--- config.mk ---
export PLATFORM = sky130hd
export DESIGN_NAME = prince_glm_sbox_inv
export DESIGN_NICKNAME = d
export VERILOG_FILES = /design/src/rtl/prince_glm_sbox_inv.sv
export SDC_FILE = /design/constraint.sdc
export NUM_CORES = 1
export LEC_CHECK = 0
export BUFFER_PORTS_ARGS = -buffer_cell sky130_fd_sc_hd__buf_4
export CELL_PAD_IN_SITES_DETAIL_PLACEMENT = 2
export CELL_PAD_IN_SITES_GLOBAL_PLACEMENT = 2
export CORE_MARGIN = 8
export CORE_UTILIZATION = 34
export DETAILED_ROUTE_END_ITERATION = 8
export HOLD_SLACK_MARGIN = 0.03
export PLACE_DENSITY = 0.78
export SYNTH_ARGS = -nofsm -noshare
export SYNTH_HDL_FRONTEND = slang
export SYNTH_SLANG_ARGS = --single-unit
--- constraint.sdc ---
create_clock -name clk -period 1.8 [get_ports clk]
set_clock_uncertainty 0.05 [all_clocks]
set_input_delay 0.09 -clock clk [delete_from_list [all_inputs] [get_ports clk]]
set_output_delay 0.09 -clock clk [all_outputs]
set_load 0.03 [all_outputs]
--- src/rtl/prince_glm_sbox_inv.sv ---
// Two-share glitch-resistant masked PRINCE inverse S-box (16 share domains, registered before compression).
// Optional mask refresh of the output shares is built when GLM_REFRESH_EN is defined.

// One share domain: every ANF cross-product whose share selection equals DOM.
module prince_glm_sbox_inv_dom #(
  parameter logic [3:0] DOM = 4'h0
) (
  input  logic [3:0] s0_i,
  input  logic [3:0] s1_i,
  output logic [3:0] y_o
);
  // InvS table, entry x at bits [4x+3:4x]
  localparam logic [63:0] INVS = {4'h1, 4'hC, 4'hE, 4'h5, 4'h0, 4'h4, 4'h6, 4'hA,
                                   4'h9, 4'h8, 4'hD, 4'hF, 4'h2, 4'h3, 4'h7, 4'hB};

  // Moebius transform of the truth table of output bit j gives its ANF coefficients
  function automatic logic [15:0] anf(input int j);
    logic [15:0] t;
    for (int x = 0; x < 16; x++) t[x] = INVS[4*x+j];
    for (int i = 0; i < 4; i++)
      for (int x = 0; x < 16; x++)
        if (x[i]) t[x] = t[x] ^ t[x ^ (1 << i)];
    return t;
  endfunction

  localparam logic [3:0][15:0] ANF = {anf(3), anf(2), anf(1), anf(0)};

  logic [3:0] sel;
  logic [3:0] mm;
  logic       p;

  assign sel = (DOM & s1_i) | (~DOM & s0_i);

  // A monomial m contributes here only if DOM selects share 1 on a subset of m's variables
  always_comb begin
    y_o = '0;
    mm  = '0;
    p   = 1'b0;
    for (int j = 0; j < 4; j++) begin
      for (int m = 0; m < 16; m++) begin
        mm = 4'(m);
        if (ANF[j][m] && ((DOM & ~mm) == 4'b0)) begin
          p = 1'b1;
          for (int i = 0; i < 4; i++)
            if (mm[i]) p = p & sel[i];
          y_o[j] = y_o[j] ^ p;
        end
      end
    end
  end
endmodule

module prince_glm_sbox_inv (
  input  logic       clk,
  input  logic       rst_n,
  input  logic       in_valid,
  output logic       in_ready,
  input  logic [3:0] a0,
  input  logic [3:0] a1,
`ifdef GLM_REFRESH_EN
  input  logic [3:0] r,
`endif
  output logic       out_valid,
  input  logic       out_ready,
  output logic [3:0] b0,
  output logic [3:0] b1
);
  typedef enum logic [1:0] {IDLE, DOM, COMP, HOLD} state_e;

  state_e            state_q, state_d;
  logic [3:0]        s0_q, s1_q;
  logic [15:0][3:0]  dom_d, dom_q;
  logic [3:0]        b0_q, b1_q;
  logic [3:0]        c0, c1;
  logic              accept;

  assign accept = (state_q == IDLE) && in_valid;

  for (genvar g = 0; g < 16; g++) begin : g_dom
    prince_glm_sbox_inv_dom #(.DOM(4'(g))) u_dom (
      .s0_i (s0_q),
      .s1_i (s1_q),
      .y_o  (dom_d[g])
    );
  end

  // Compression sees only registered domain values
  always_comb begin
    c0 = '0;
    c1 = '0;
    for (int d = 0; d < 8; d++) begin
      c0 = c0 ^ dom_q[d];
      c1 = c1 ^ dom_q[d+8];
    end
  end

  always_ff @(posedge clk or negedge rst_n) begin
    if (!rst_n) state_q <= IDLE;
    else        state_q <= state_d;
  end

  always_comb begin
    state_d = state_q;
    case (state_q)
      IDLE:    if (in_valid)  state_d = DOM;
      DOM:                    state_d = COMP;
      COMP:                   state_d = HOLD;
      HOLD:    if (out_ready) state_d = IDLE;
      default:                state_d = IDLE;
    endcase
  end

  always_comb begin
    in_ready  = (state_q == IDLE);
    out_valid = (state_q == HOLD);
  end

`ifdef GLM_REFRESH_EN
  logic [3:0] r_q;

  always_ff @(posedge clk or negedge rst_n) begin
    if (!rst_n)      r_q <= '0;
    else if (accept) r_q <= r;
  end
`endif

  always_ff @(posedge clk or negedge rst_n) begin
    if (!rst_n) begin
      s0_q  <= '0;
      s1_q  <= '0;
      dom_q <= '0;
      b0_q  <= '0;
      b1_q  <= '0;
    end else begin
      if (accept) begin
        s0_q <= a0;
        s1_q <= a1;
      end
      if (state_q == DOM) dom_q <= dom_d;
      if (state_q == COMP) begin
`ifdef GLM_REFRESH_EN
        // same mask on both shares leaves the unmasked sum untouched
        b0_q <= c0 ^ r_q;
        b1_q <= c1 ^ r_q;
`else
        b0_q <= c0;
        b1_q <= c1;
`endif
      end
    end
  end

  assign b0 = b0_q;
  assign b1 = b1_q;
endmodule

# [Yosys cells after proc, flatten, opt, wreduce, memory -nomap -nowiden]
# Cells that the tools add are included.
[op_classes] reduce_logical=3 eq_ne=5 mux=3 n_bitwise=169
[ops] op="bitwise XOR 1 bit" count=71
[ops] op="AND 1 bit" count=68
[ops] op="bitwise XOR 4 bit" count=12
[ops] op="bitwise OR 4 x 3 -> 4 bit" count=4
[ops] op="bitwise OR 3 x 4 -> 4 bit" count=3
[ops] op="bitwise OR 2 x 4 -> 4 bit" count=2
[ops] op="bitwise OR 4 x 2 -> 4 bit" count=2
[ops] op="case mux 2 bit (4 select lines)" count=1
[ops] op="equality test 2 bit (second input constant)" count=2
[ops] op="2-to-1 mux 2 bit" count=2
[ops] op="bitwise OR 1 x 4 -> 4 bit" count=1
[ops] op="bitwise OR 4 x 1 -> 4 bit" count=1
[ops] op="bitwise XOR 4 x 3 -> 4 bit" count=1
[ops] op="inverter 1 bit" count=3
[ops] op="bitwise OR 3 x 1 -> 3 bit (second input constant)" count=1
[ops] op="equality test 2 x 1 -> 1 bit (second input constant)" count=1
[ops] op="zero test 2 bit" count=1
[ops] op="!= test 2 x 1 -> 1 bit (second input constant)" count=1
[ops] op="!= test 2 bit (second input constant)" count=1
[ops] op="AND reduction 2 bit" count=1
[ops] op="logical AND 1 bit" count=1
[totals] reg_bits=64 out_inout_bits=10 word_cells=200

# [Depth between registers and ports, before layout]
[logic_depth] depth_word=9 ltp_mapped=6

# [By module]
# From an unflattened synthesis, not the netlist that was laid out.
[unflattened] hier_cells=369 area_unflattened_um2=4396.7
[modules_own_cells] module="prince_glm_sbox_inv" area_per_inst_um2=3590.9 cells_each=249 n_inst=1
[modules_own_cells] module="prince_glm_sbox_inv_dom (g_dom[11].u_dom ...)" area_per_inst_um2=40.0 cells_each=6 n_inst=4
[modules_own_cells] module="prince_glm_sbox_inv_dom (g_dom[0].u_dom)" area_per_inst_um2=123.9 cells_each=14 n_inst=1
[modules_own_cells] module="prince_glm_sbox_inv_dom (g_dom[2].u_dom)" area_per_inst_um2=73.8 cells_each=11 n_inst=1
[modules_own_cells] module="prince_glm_sbox_inv_dom (g_dom[1].u_dom)" area_per_inst_um2=61.3 cells_each=8 n_inst=1
[modules_own_cells] module="prince_glm_sbox_inv_dom (g_dom[4].u_dom)" area_per_inst_um2=61.3 cells_each=10 n_inst=1
[modules_own_cells] module="prince_glm_sbox_inv_dom (g_dom[8].u_dom)" area_per_inst_um2=60.1 cells_each=9 n_inst=1
[modules_own_cells] module="prince_glm_sbox_inv_dom (g_dom[9].u_dom)" area_per_inst_um2=47.5 cells_each=7 n_inst=1
[modules_own_cells] module="prince_glm_sbox_inv_dom (g_dom[5].u_dom)" area_per_inst_um2=42.5 cells_each=7 n_inst=1
[modules_own_cells] module="prince_glm_sbox_inv_dom (g_dom[3].u_dom)" area_per_inst_um2=38.8 cells_each=7 n_inst=1
[modules_own_cells] module="prince_glm_sbox_inv_dom (g_dom[10].u_dom)" area_per_inst_um2=36.3 cells_each=5 n_inst=1
[modules_own_cells] module="prince_glm_sbox_inv_dom (g_dom[12].u_dom)" area_per_inst_um2=35.0 cells_each=7 n_inst=1
[modules_own_cells] module="prince_glm_sbox_inv_dom (g_dom[15].u_dom)" area_per_inst_um2=33.8 cells_each=5 n_inst=1
[modules_own_cells] module="prince_glm_sbox_inv_dom (g_dom[6].u_dom)" area_per_inst_um2=31.3 cells_each=6 n_inst=1

# [Least setup slack after synthesis]
# No wires, ideal clock.
[synth_path] path_type="register to register" startpoint="register state_q[0]" endpoint="register state_q[1]" path_stages_with_launch=6 arrival_time_ps=1490 required_time_ps=1622 path_slack_ps=133 n_path_buf=0 synth_period_minus_slack_ps=1667 setup_ps=128 cell_sequence="dfrtp_1 inv_1 ha_1 inv_1 o22ai_1 mux2_1"
[synth_between] elab_chain_cells=3
[synth_lines] element="from (decl)" line_no="70" rtl="state_e state_q, state_d;"
[synth_lines] element="from (signal assigned)" line_no="99" rtl="else state_q <= state_d;"
[synth_lines] element="zero test 2 bit (*)"
[synth_lines] element="named net in_ready" line_no="57" rtl="output logic in_ready,"
[synth_lines] element="!= test 2 bit (no source line)"
[synth_lines] element="AND reduction 2 bit (no source line)"
# Mark *: on every way through the listed nets, which the timed path passes. The rest lies on a longest branch.
# A chain may end at the register's enable or synchronous reset.

# [Worst setup path after layout]
[layout_path] startpoint="register state_q[1]" endpoint="register dom_q[18] (netlist name)"
[layout_between] elab_chain_cells=1
[layout_lines] element="equality test 2 x 1 -> 1 bit" line_no="139" rtl="if (state_q == DOM) dom_q <= dom_d;"
[layout_lines] element="to (signal assigned)" line_no="139"
[layout_lines] element="to (decl)" line_no="72" rtl="logic [15:0][3:0] dom_d, dom_q;"
# Every way passes these cells.

==> metrics.txt <==
crit path launch type=flip-flop; DIE WIDTH=111 microns; Starting Density=roughly a third; RD Place Congestion=~0.75; Final WS setup=about 0.22 ns; min-delay src=out_ready; mean routed wirelength per cell=approximately 17 microns; Max Cap Viol=0; clock tree buffer depth=2; Die Area=around 12000 sq um; All-Layer GR Usage=between 10% and 20%; H-Tree Depth=3; Area Overhead vs Synth=19.1%; critical path cell sequence=inv_1, ha_2, buf_12, nand2_1, o32ai_1; pwr/cell area=around 2100 nW/um^2; Avg Synthesized Cell Area=about 10 sq um; post_cts resized=0; CP endpoint kind=flip-flop; Slew Limit Fails=0; Synth warnings=0; number of port buffers=21; reg2reg end=dom_q[18]$_DFFE_PN0N_; Slew Limit Headroom=a little under half; Net Sw Frac=42.6%; I/O pin count=22; DRT Wirelength=a little under 8 mm; Leakage=between 1.5 and 2 nW; initial antenna violation count=0; outcome=finished, final reports clean; via/cell ratio=5.00; final routed DRC violation total=0; layout cell share with drive strength beyond 1=17.9%; Worst VDD drop=approximately 0.85 mV; Initial DRT Pass Iterations=4; register area share after synthesis=around half; crit-path max FO=22; fin crit period=around 1.6 ns; worst min path class=in -> reg; Cell Area, Synth=between 3000 and 4000 sq um; Max Clk Rate=632 MHz; P_sw=~3.3 mW; vias in the first global route=~2600; global-route wire length before repair=13.3 mm; Reg2Reg Depth=5; share of total power in the clock network=between 10% and 20%; reg2reg start=state_q[1]$_DFFE_PN0P_; diode count=0; total setup buffers inserted after CTS=0; total grt overflow=0; Combinational Power Share=between 50% and 60%; clock root buffer=clkbuf_8; CP max stage delay=0.42 ns; Vias=between 2000 and 2500; largest net degree at the start of global routing=63; worst hold endpoint=state_q[0]$_DFFE_PN0P_; Reg power frac=between 30% and 40%; crit share post-route=between 80 and 90%; Finish-stage setup viols=0; dpl hpwl=about 5.6 mm; Final #Nets=354; P_int=approximately 4.5 mW; final hold violations=0; post-synth cell types=31; Crit-path slowest cell=dfrtp_1; # hold bufs at CTS=9; Syn Inst Count=between 300 and 400; Die Y=between 100 and 150 microns; CTS Buf Count=9; core box area=between 8000 and 9000 sq um; clock sinks=between 60 and 70; Post-DRT Antenna Nets=0; clock transition at the registers of the reported paths=roughly 0.06 ns; register bit total from synthesis=just over 60; Least-Margin Pin Slew=0.817 ns; setup TNS=0 ns; 1st-iter DRT viols=47; RSZ-0062 raised after global routing=no; Crit path arrival time=roughly 1.8 ns; num rows=34; Synthesized Nets=between 300 and 400; worst-skew pair later-pin latency=between 0.3 and 0.4 ns; Hold Path Depth=3; critical path data required time=between 1.5 and 2 ns; critical path class=reg -> reg; CTS tree=done; Place WS=~0.21 ns; register-to-register path setup slack=between 0.2 and 0.25 ns
stage by stage:
stage	std cells	power [mW]	hold WS (ns)	utilization, %	cell area [sq um]
floorplan	304	5.53	-0.256	-	3070
global placement	425	6.62	0.178	38.7	3400
detailed placement	425	6.84	0.183	38.7	3400
CTS	449	8.00	0.0669	41.8	3660
global route	449	8.46	0.106	41.8	3660
finish	449	7.86	0.0767	41.8	3660
kinds of logic after synthesis:
| group | after synthesis | share of synthesized area (%) |
|---|---|---|
| adders and majority gates | 5 | 2.04 |
| muxes | 17 | 6.23 |
| DFF | 62 | 50.5 |
| AOI/OAI and AO/OA | 59 | 11.4 |
| and+or+nand+nor | 50 | 7.29 |
| buffers and inverters | 64 | 8.19 |
| xor gates and xnor gates | 47 | 14.3 |
worst max-delay path: cells and delay by family (launching register included):
| kind | cells | cell delay (ns) |
|---|---|---|
| AOI/OAI and AO/OA | 1 | 0.26 |
| DFF | 1 | 0.42 |
| adders and majority gates | 1 | 0.31 |
| buffers and inverters | 2 | 0.31 |
| and+or+nand+nor | 1 | 0.13 |
power groups by stage:
stage / Sequential, mW / Clock [mW] / Combinational [mW]
global route: 2.82 / 1.19 / 4.46
floorplan: 2.49 / 0 / 3.04
global placement: 2.71 / 0 / 3.91
CTS: 2.74 / 1.15 / 4.12
finish: 2.72 / 1.10 / 4.04
detailed placement: 2.77 / 0 / 4.07
state kept, by name, summed over array words and instances, names as in the netlist:
signal and flops:
state_q 2, b1 4, s0_q 4, s1_q 4, b0 4, dom_q 44
cells in the final DEF, fill, tap and decap left out, types with 2 or more instances in the layout:
cell type	instances
clkinv_2	3
a21oi_1	8
buf_12	2
dfrtp_1	62
nor2b_1	2
o32ai_1	2
mux2_1	6
xnor3_1	2
nor2_1	12
nand3_1	12
clkbuf_8	11
o21ai_1	15
a22oi_1	2
o22ai_1	27
mux2_2	11
ha_1	4
xnor2_1	38
inv_1	43
nand2b_1	2
buf_4	31
xor2_1	7
nand2_1	18
dlygate4sd3_1	9
cell usage after synthesis:
library cell  count  area, sq um
o211ai_1          1         7.51
nor2b_1           2         12.5
a21boi_1          1         7.51
dfrtp_1          62         1550
inv_1            43          161
o32ai_1           2         17.5
a21oi_1           8         40.0
o21ai_0           1         5.00
xor2_1            7         61.3
xnor2_1          38          333
nand3_1          12         60.1
o21a_1            1         7.51
ha_1              5         62.6
a21o_1            1         7.51
nand4_1           1         6.26
mux2_1            6         67.6
nor2_1           12         45.0
nand2_1          18         67.6
or3_1             1         6.26
xnor3_1           2         45.0
nand2b_1          2         12.5
nand4b_1          1         8.76
inv_2             1         3.75
clkbuf_1          5         18.8
o22ai_1          27          169
buf_1             6         22.5
a22oi_1           2         15.0
o21ai_1          15         75.1
nor3_1            1         5.00
buf_2             9         45.0
mux2_2           11          124
final cells by class:
class | instances | area, sq um
Fill cell | 933 | 5100
Sequential cell | 62 | 1550
Multi-Input combinational cell | 178 | 1270
Timing Repair Buffer | 42 | 363
Inverter | 44 | 165
Clock buffer | 11 | 151
Tap cell | 108 | 135
Clock inverter | 4 | 22.5
layer usage:
metal | up-vias | global-route usage, % | wire length, microns
met5 | - | 0 | 0
met4 | 0 | 6.13 | 144
li1 | 1058 | - | -
met2 | 29 | 23.6 | 4000
met3 | 12 | 3.30 | 231
met1 | 1147 | 15.2 | 3480
worst max-delay path by stage:
stage,startpoint,end,slack [ns]
finish,state_q[1]$_DFFE_PN0P_,dom_q[18]$_DFFE_PN0N_,0.22
global route,state_q[1]$_DFFE_PN0P_,dom_q[18]$_DFFE_PN0N_,0.08
CTS,state_q[1]$_DFFE_PN0P_,dom_q[18]$_DFFE_PN0N_,0.19
detailed placement,state_q[0]$_DFFE_PN0P_,state_q[1]$_DFFE_PN0P_,0.21
global placement,state_q[0]$_DFFE_PN0P_,s0_q[3]$_DFFE_PN0P_,0.27
floorplan,state_q[0]$_DFFE_PN0P_,state_q[1]$_DFFE_PN0P_,0.13
Power figures use the tool's default switching activity.
